$ cat src/rtl/rsa_pkg.sv
// -----------------------------------------------------------------------------
// rsa_pkg
//   Shared definitions for the RSA modular-exponentiation control path.
//   - RSA_WIDTH : default operand/modulus width
//   - state_t   : sequencer FSM state encoding (also exported on the debug port)
// -----------------------------------------------------------------------------
package rsa_pkg;

    localparam int RSA_WIDTH = 6;

    typedef enum logic [3:0] {
        IDLE   = 4'd0,
        BRED   = 4'd1,
        SQ_REQ = 4'd2,
        SQ_RED = 4'd3,
        MU_REQ = 4'd4,
        MU_RED = 4'd5,
        NEXT   = 4'd6,
        FIN    = 4'd7,
        DONE   = 4'd8
    } state_t;

endpackage

$ cat src/rtl/mod_reduce.sv
// -----------------------------------------------------------------------------
// mod_reduce
//   Sequential restoring shift-subtract reducer: remainder = dividend mod modulus.
//   One dividend bit is consumed per cycle, MSB first, so a reduction takes
//   2*WIDTH iterations; done pulses exactly 2*WIDTH+1 cycles after start.
//   modulus must be non-zero.
// Ports
//   clk, reset_n  clock / asynchronous active-low reset
//   start         1-cycle pulse, accepted only while not busy
//   dividend      2*WIDTH-bit value to reduce (sampled with start)
//   modulus       WIDTH-bit modulus (sampled with start)
//   busy          high while a reduction is in progress
//   done          1-cycle pulse; remainder is valid from this cycle until next start
//   remainder     WIDTH-bit result
// -----------------------------------------------------------------------------
module mod_reduce
    import rsa_pkg::*;
#(
    parameter int WIDTH = RSA_WIDTH
) (
    input  logic                 clk,
    input  logic                 reset_n,
    input  logic                 start,
    input  logic [2*WIDTH-1:0]   dividend,
    input  logic [WIDTH-1:0]     modulus,
    output logic                 busy,
    output logic                 done,
    output logic [WIDTH-1:0]     remainder
);

    localparam int CW = $clog2(2*WIDTH+1);

    logic [2*WIDTH-1:0] r_div;
    logic [WIDTH-1:0]   r_mod;
    logic [WIDTH-1:0]   r_rem;
    logic [CW-1:0]      r_cnt;
    logic               r_busy;
    logic               r_done;

    // The running remainder is always < modulus, so after shifting in one
    // dividend bit it fits in WIDTH+1 bits and a single subtract restores it.
    logic [WIDTH:0] w_shift;
    logic [WIDTH:0] w_sub;
    logic           w_ge;

    always_comb begin
        w_shift = {r_rem, r_div[2*WIDTH-1]};
        w_sub   = w_shift - {1'b0, r_mod};
        w_ge    = (w_shift >= {1'b0, r_mod});
    end

    always_ff @(posedge clk or negedge reset_n) begin
        if (!reset_n) begin
            r_div  <= '0;
            r_mod  <= '0;
            r_rem  <= '0;
            r_cnt  <= '0;
            r_busy <= 1'b0;
            r_done <= 1'b0;
        end else begin
            r_done <= 1'b0;
            if (!r_busy) begin
                if (start) begin
                    r_div  <= dividend;
                    r_mod  <= modulus;
                    r_rem  <= '0;
                    r_cnt  <= CW'(2*WIDTH);
                    r_busy <= 1'b1;
                end
            end else if (r_cnt != '0) begin
                r_rem <= w_ge ? w_sub[WIDTH-1:0] : w_shift[WIDTH-1:0];
                r_div <= {r_div[2*WIDTH-2:0], 1'b0};
                r_cnt <= r_cnt - 1'b1;
            end else begin
                r_busy <= 1'b0;
                r_done <= 1'b1;
            end
        end
    end

    assign busy      = r_busy;
    assign done      = r_done;
    assign remainder = r_rem;

endmodule

$ cat src/rtl/modexp_sequencer.sv
// -----------------------------------------------------------------------------
// modexp_sequencer
//   Computes result = base^exponent mod modulus with left-to-right
//   square-and-multiply. Every square/multiply is issued to an external shared
//   multiplier; each 2*WIDTH product is reduced by the internal mod_reduce.
// Ports
//   clk, reset_n           clock / asynchronous active-low reset
//   start                  1-cycle pulse, accepted only in IDLE
//   base/exponent/modulus  operands, latched on an accepted start
//   busy                   high from the cycle after an accepted start until done
//   done                   1-cycle pulse, result/err valid
//   err                    modulus was zero; cleared on the next accepted start
//   result                 final value, held until the next accepted start
//   mul_req/mul_op_a/b     multiplier request and operands
//   mul_ack/mul_product    multiplier completion and 2*WIDTH product
//   dbg_state              current FSM state
//   dbg_red_busy           reducer busy
//
// Multiplier handshake: mul_req rises one cycle after a REQ state is entered
// and stays high, with mul_op_a/mul_op_b stable, until mul_ack is sampled high;
// it falls the following cycle. mul_product is taken in the mul_ack cycle.
// mul_ack while mul_req is low is ignored. At most one request is outstanding.
// -----------------------------------------------------------------------------
module modexp_sequencer
    import rsa_pkg::*;
#(
    parameter int WIDTH     = RSA_WIDTH,
    parameter int EXP_WIDTH = WIDTH
) (
    input  logic                 clk,
    input  logic                 reset_n,
    input  logic                 start,
    input  logic [WIDTH-1:0]     base,
    input  logic [EXP_WIDTH-1:0] exponent,
    input  logic [WIDTH-1:0]     modulus,
    output logic                 busy,
    output logic                 done,
    output logic                 err,
    output logic [WIDTH-1:0]     result,
    output logic                 mul_req,
    output logic [WIDTH-1:0]     mul_op_a,
    output logic [WIDTH-1:0]     mul_op_b,
    input  logic                 mul_ack,
    input  logic [2*WIDTH-1:0]   mul_product,
    output state_t               dbg_state,
    output logic                 dbg_red_busy
);

    localparam int IW = (EXP_WIDTH > 1) ? $clog2(EXP_WIDTH) : 1;

    state_t               r_state;
    logic [WIDTH-1:0]     r_base;
    logic [EXP_WIDTH-1:0] r_exp;
    logic [WIDTH-1:0]     r_mod;
    logic [WIDTH-1:0]     r_acc;
    logic [WIDTH-1:0]     r_b;
    logic [IW-1:0]        r_idx;
    logic                 r_busy;
    logic                 r_done;
    logic                 r_err;
    logic [WIDTH-1:0]     r_result;
    logic                 r_mul_req;
    logic [WIDTH-1:0]     r_op_a;
    logic [WIDTH-1:0]     r_op_b;
    logic                 r_red_start;
    logic [2*WIDTH-1:0]   r_red_div;

    logic                 w_red_busy;
    logic                 w_red_done;
    logic [WIDTH-1:0]     w_red_rem;

    mod_reduce #(
        .WIDTH (WIDTH)
    ) u_reduce (
        .clk       (clk),
        .reset_n   (reset_n),
        .start     (r_red_start),
        .dividend  (r_red_div),
        .modulus   (r_mod),
        .busy      (w_red_busy),
        .done      (w_red_done),
        .remainder (w_red_rem)
    );

    // Wait states (BRED, SQ_RED, MU_RED, FIN) are entered together with a
    // one-cycle r_red_start pulse; the reducer's done pulse is the only exit.
    always_ff @(posedge clk or negedge reset_n) begin
        if (!reset_n) begin
            r_state     <= IDLE;
            r_base      <= '0;
            r_exp       <= '0;
            r_mod       <= '0;
            r_acc       <= '0;
            r_b         <= '0;
            r_idx       <= '0;
            r_busy      <= 1'b0;
            r_done      <= 1'b0;
            r_err       <= 1'b0;
            r_result    <= '0;
            r_mul_req   <= 1'b0;
            r_op_a      <= '0;
            r_op_b      <= '0;
            r_red_start <= 1'b0;
            r_red_div   <= '0;
        end else begin
            r_done      <= 1'b0;
            r_red_start <= 1'b0;
            case (r_state)
                IDLE: begin
                    if (start) begin
                        r_base   <= base;
                        r_exp    <= exponent;
                        r_mod    <= modulus;
                        r_err    <= 1'b0;
                        r_result <= '0;
                        if (modulus == '0) begin
                            r_err   <= 1'b1;
                            r_done  <= 1'b1;
                            r_state <= DONE;
                        end else begin
                            r_busy      <= 1'b1;
                            r_acc       <= WIDTH'(1);
                            r_idx       <= IW'(EXP_WIDTH-1);
                            r_red_div   <= {{WIDTH{1'b0}}, base};
                            r_red_start <= 1'b1;
                            r_state     <= BRED;
                        end
                    end
                end
                BRED: begin
                    if (w_red_done) begin
                        r_b     <= w_red_rem;
                        r_state <= SQ_REQ;
                    end
                end
                SQ_REQ: begin
                    if (!r_mul_req) begin
                        r_mul_req <= 1'b1;
                        r_op_a    <= r_acc;
                        r_op_b    <= r_acc;
                    end else if (mul_ack) begin
                        r_mul_req   <= 1'b0;
                        r_red_div   <= mul_product;
                        r_red_start <= 1'b1;
                        r_state     <= SQ_RED;
                    end
                end
                SQ_RED: begin
                    if (w_red_done) begin
                        r_acc   <= w_red_rem;
                        r_state <= r_exp[r_idx] ? MU_REQ : NEXT;
                    end
                end
                MU_REQ: begin
                    if (!r_mul_req) begin
                        r_mul_req <= 1'b1;
                        r_op_a    <= r_acc;
                        r_op_b    <= r_b;
                    end else if (mul_ack) begin
                        r_mul_req   <= 1'b0;
                        r_red_div   <= mul_product;
                        r_red_start <= 1'b1;
                        r_state     <= MU_RED;
                    end
                end
                MU_RED: begin
                    if (w_red_done) begin
                        r_acc   <= w_red_rem;
                        r_state <= NEXT;
                    end
                end
                NEXT: begin
                    if (r_idx == '0) begin
                        // Final reduction of acc: also makes modulus==1 yield 0
                        r_red_div   <= {{WIDTH{1'b0}}, r_acc};
                        r_red_start <= 1'b1;
                        r_state     <= FIN;
                    end else begin
                        r_idx   <= r_idx - 1'b1;
                        r_state <= SQ_REQ;
                    end
                end
                FIN: begin
                    if (w_red_done) begin
                        r_result <= w_red_rem;
                        r_done   <= 1'b1;
                        r_busy   <= 1'b0;
                        r_state  <= DONE;
                    end
                end
                DONE: begin
                    r_state <= IDLE;
                end
                default: begin
                    r_state <= IDLE;
                end
            endcase
        end
    end

    assign busy         = r_busy;
    assign done         = r_done;
    assign err          = r_err;
    assign result       = r_result;
    assign mul_req      = r_mul_req;
    assign mul_op_a     = r_op_a;
    assign mul_op_b     = r_op_b;
    assign dbg_state    = r_state;
    assign dbg_red_busy = w_red_busy;

endmodule

$ cat config.mk
export PLATFORM = sky130hd
export DESIGN_NAME = modexp_sequencer
export DESIGN_NICKNAME = d
export VERILOG_FILES = /design/src/rtl/rsa_pkg.sv /design/src/rtl/mod_reduce.sv /design/src/rtl/modexp_sequencer.sv
export SDC_FILE = /design/constraint.sdc
export NUM_CORES = 1
export LEC_CHECK = 0
export CORE_MARGIN = 8
export CORE_UTILIZATION = 35
export CTS_CLUSTER_DIAMETER = 100
export CTS_CLUSTER_SIZE = 8
export DETAILED_ROUTE_END_ITERATION = 6
export SYNTH_ARGS = -nofsm -noshare
export SYNTH_HDL_FRONTEND = slang
export SYNTH_SLANG_ARGS = --single-unit
$ cat constraint.sdc
create_clock -name clk -period 2.2 [get_ports clk]
set_input_delay 0.33 -clock clk [delete_from_list [all_inputs] [get_ports clk]]
set_output_delay 0.33 -clock clk [all_outputs]
set_load 0.02 [all_outputs]
==> results of run 1 <==
synthesized netlist by cell type, drive strengths merged, types with 2 or more instances:
| cell | number | share of area |
|---|---|---|
| o21ai | 27 | 0.030 |
| nor2b | 7 | 0.0097 |
| ha | 10 | 0.028 |
| nor3 | 4 | 0.0080 |
| a31oi | 7 | 0.0097 |
| buf | 14 | 0.022 |
| or2 | 2 | 0.0028 |
| inv | 16 | 0.013 |
| mux2i | 17 | 0.038 |
| or3 | 2 | 0.0039 |
| nand2 | 43 | 0.036 |
| nand2b | 5 | 0.0069 |
| o211ai | 8 | 0.013 |
| and3 | 2 | 0.0028 |
| nand3 | 9 | 0.0099 |
| nor2 | 20 | 0.017 |
| nand3b | 2 | 0.0033 |
| o31ai | 3 | 0.0050 |
| dfrtp | 96 | 0.53 |
| xnor2 | 4 | 0.0094 |
| a21oi | 16 | 0.018 |
| clkbuf | 6 | 0.0050 |
| nor4 | 5 | 0.012 |
| xor2 | 2 | 0.0039 |
| o22ai | 3 | 0.0041 |
| mux2 | 31 | 0.082 |
| a22oi | 5 | 0.0083 |
| a22o | 13 | 0.025 |
| a21boi | 2 | 0.0033 |
power by group:
part / internal, W / leakage (nW) / switching [W]
clock: 0.00112 / 0.167 / 0.000665
combinational: 0.00174 / 1.17 / 0.00183
sequential: 0.00250 / 1.20 / 0.000557
total: 0.00535 / 2.54 / 0.00305
state kept, by name, summed over array words and instances, names as in the netlist, 3 cells and up:
signal              cells
dbg_state               4
mul_op_a                6
mul_op_b                6
r_acc                   6
r_b                     6
r_exp                   6
r_idx                   3
r_mod                   6
r_red_div              12
result                  6
u_reduce.r_cnt          4
u_reduce.r_div         12
u_reduce.r_mod          6
u_reduce.remainder      6
layout make-up:
class                      instances  area, µm²
multi-input combinational        264       1952
clock inverter                     6      116.4
sequential                        96       2402
timing repair buffer              87      815.8
fill                            1216       6829
tap                              172      215.2
inverter                          16      60.06
clock buffer                      10      229.0
critical path, stage by stage, from the launching register on:
cell and delay, ns:
dfrtp_1 0.40, ha_1 0.34, a21o_1 0.19, a21oi_1 0.18
a21boi_1 0.10, or2_2 0.33, o311ai_0 0.34
routing by layer:
layer / vias to the layer above / track usage / share of wire
met4: 0 / 0.05464 / 0.012
met1: 1526 / 0.1726 / 0.48
met2: 75 / 0.2015 / 0.45
li1: 1571 / - / -
met3: 10 / 0.03835 / 0.062
met5: - / 0 / 0
through the flow:
| stage | instances | util | area, µm² | worst slack [ns] |
|---|---|---|---|---|
| 2_1_floorplan | 396 | - | 4534 | 0.2431 |
| 3_3_place_gp | 634 | 0.4307 | 5435 | 0.007873 |
| 3_5_place_dp | 634 | 0.4307 | 5435 | -0.02050 |
| 4_1_cts | 651 | 0.4589 | 5791 | 0.1753 |
| 5_1_grt | 651 | 0.4589 | 5791 | 0.08759 |
| 6_report | 651 | 0.4589 | 5791 | 0.1810 |
worst min path at each step:
stage | start | end | slack [ns] | cells past startpoint
after floorplan | reset_n | busy$_DFFE_PN0P_ | 0.03 | 0
after global placement | reset_n | u_reduce.busy$_DFF_PN0_ | 0.26 | 1
after detailed placement | reset_n | u_reduce.r_cnt[1]$_DFFE_PN0P_ | 0.27 | 1
after CTS | reset_n | u_reduce.r_div[8]$_DFFE_PN0P_ | 0.45 | 2
after global routing | reset_n | u_reduce.r_div[11]$_DFFE_PN0P_ | 0.47 | 2
final | reset_n | r_red_div[8]$_DFFE_PN0P_ | 0.45 | 2
kinds of logic (layout without fill, tap and decap cells):
kind of cell	Yosys count	after routing	synth area share
compound gates	93	93	0.1388
xor+xnor	6	6	0.01325
fa+ha+maj	11	11	0.03201
buf+inv	36	119	0.03973
flops	96	96	0.5298
mux	49	49	0.1244
simple gates	105	105	0.1220
==> out/qor.yml, run 1 <==
status: "complete, no violations"
grt_usage: 0.1322
grt-ovfl-total: 0
post_cts_buffers: 0
p_leak_nw: 2.538
worst_pin_slew_ns: 0.5888
drc: 0
fin_worst_skew_ns: 0.01031
core_um2: 12620
syn_area_um2: 4534
grt_max_degree: 48
grt_pass1_wl_um: 17230
fp-row-count: 41
setup_violations: 0
path_class: "flop to flop"
synthCells: 396
syn_to_final_growth_pct: 27.70
num_antenna_cells: 0
cts_resized: 0
final_common_cell: "dfrtp_1"
die_h_um: 129.8
synth_ff_type: "dfrtp_1"
rsz0062_at_grt: "false"
antenna_found_initial: 0
hpwl_um: 7900
ios: 61
die_w_um: 129.8
vias_per_cell: 4.888
vdd_drop_max_uv: 535.3
place_congestion: 0.8253
htreeDepth: 3
die_area_um2: 16850
synth_seq_cells: 96
crit_start: "u_reduce.remainder[2]$_DFFE_PN0P_"
clockBufferDepth: 2
vias: 3182
hold_viol: 0
yosys_warnings: 0
r2r-end: "u_reduce.remainder[0]$_DFFE_PN0P_"
synth_edf_count: 0
max_slew_margin: 0.6058
fin_nets: 519
ys_types: 56
cts_root_buffer: "clkbuf_16"
drive_gt1_frac: 0.1837
cp-end-kind: "flop"
dr.pass1.iters: 5
min_period_ns: 2.019
cts_tree: "yes"
p_per_area_nw_per_um2: 1452
final_cell_mix: "dfrtp_1 (96), clkdlybuf4s50_1 (59), nand2_1 (43), o21ai_0 (26), buf_4 (26)"
numCtsBuffers: 9
clkSinkCount: 96
startpoint_type: "flop"
power_w: 0.008405
cap_violations: 0
avgRoutedWirePerCell_um: 16.13
holdWs_ns: 0.4479
synth_nets: 441
antenna_left: 0
clk_pin_slew_ns: 0.07
rr_worst_depth: 6
fmax_mhz: 495.3
cp_data_required_time_ns: 2.41
grt_pass1_vias: 3323
cp-endpoint: "u_reduce.remainder[0]$_DFFE_PN0P_"
cp.arrival_ns: 2.23
clk_latency_ns: 0.34
timing.rr.start: "u_reduce.remainder[2]$_DFFE_PN0P_"
min_path_type: "input port to asynchronous set/reset pin"
wl_um: 10500
initial_core_util: 0.3593
reg2reg_slack_ns: 0.18
maxSlewViolCount: 0
synth.yosys.seq_area_share: 0.5298
hold_buffers: 1
drtIter0Drc: 148
path_max_fanout: 5
async_flop_share: 1.000
io_buffer_count: 60
post-route-period-util: 0.9177
tns_ns: 0
avgSynthCellArea_um2: 11.45
No activity file was read; power rests on OpenSTA's default activity.
==> run 2: changes to the inputs <==
Settings changed: CAP_MARGIN set to 25.
==> results of run 2 <==
The final DEF is identical to that of run 1; final timing and power are the same.
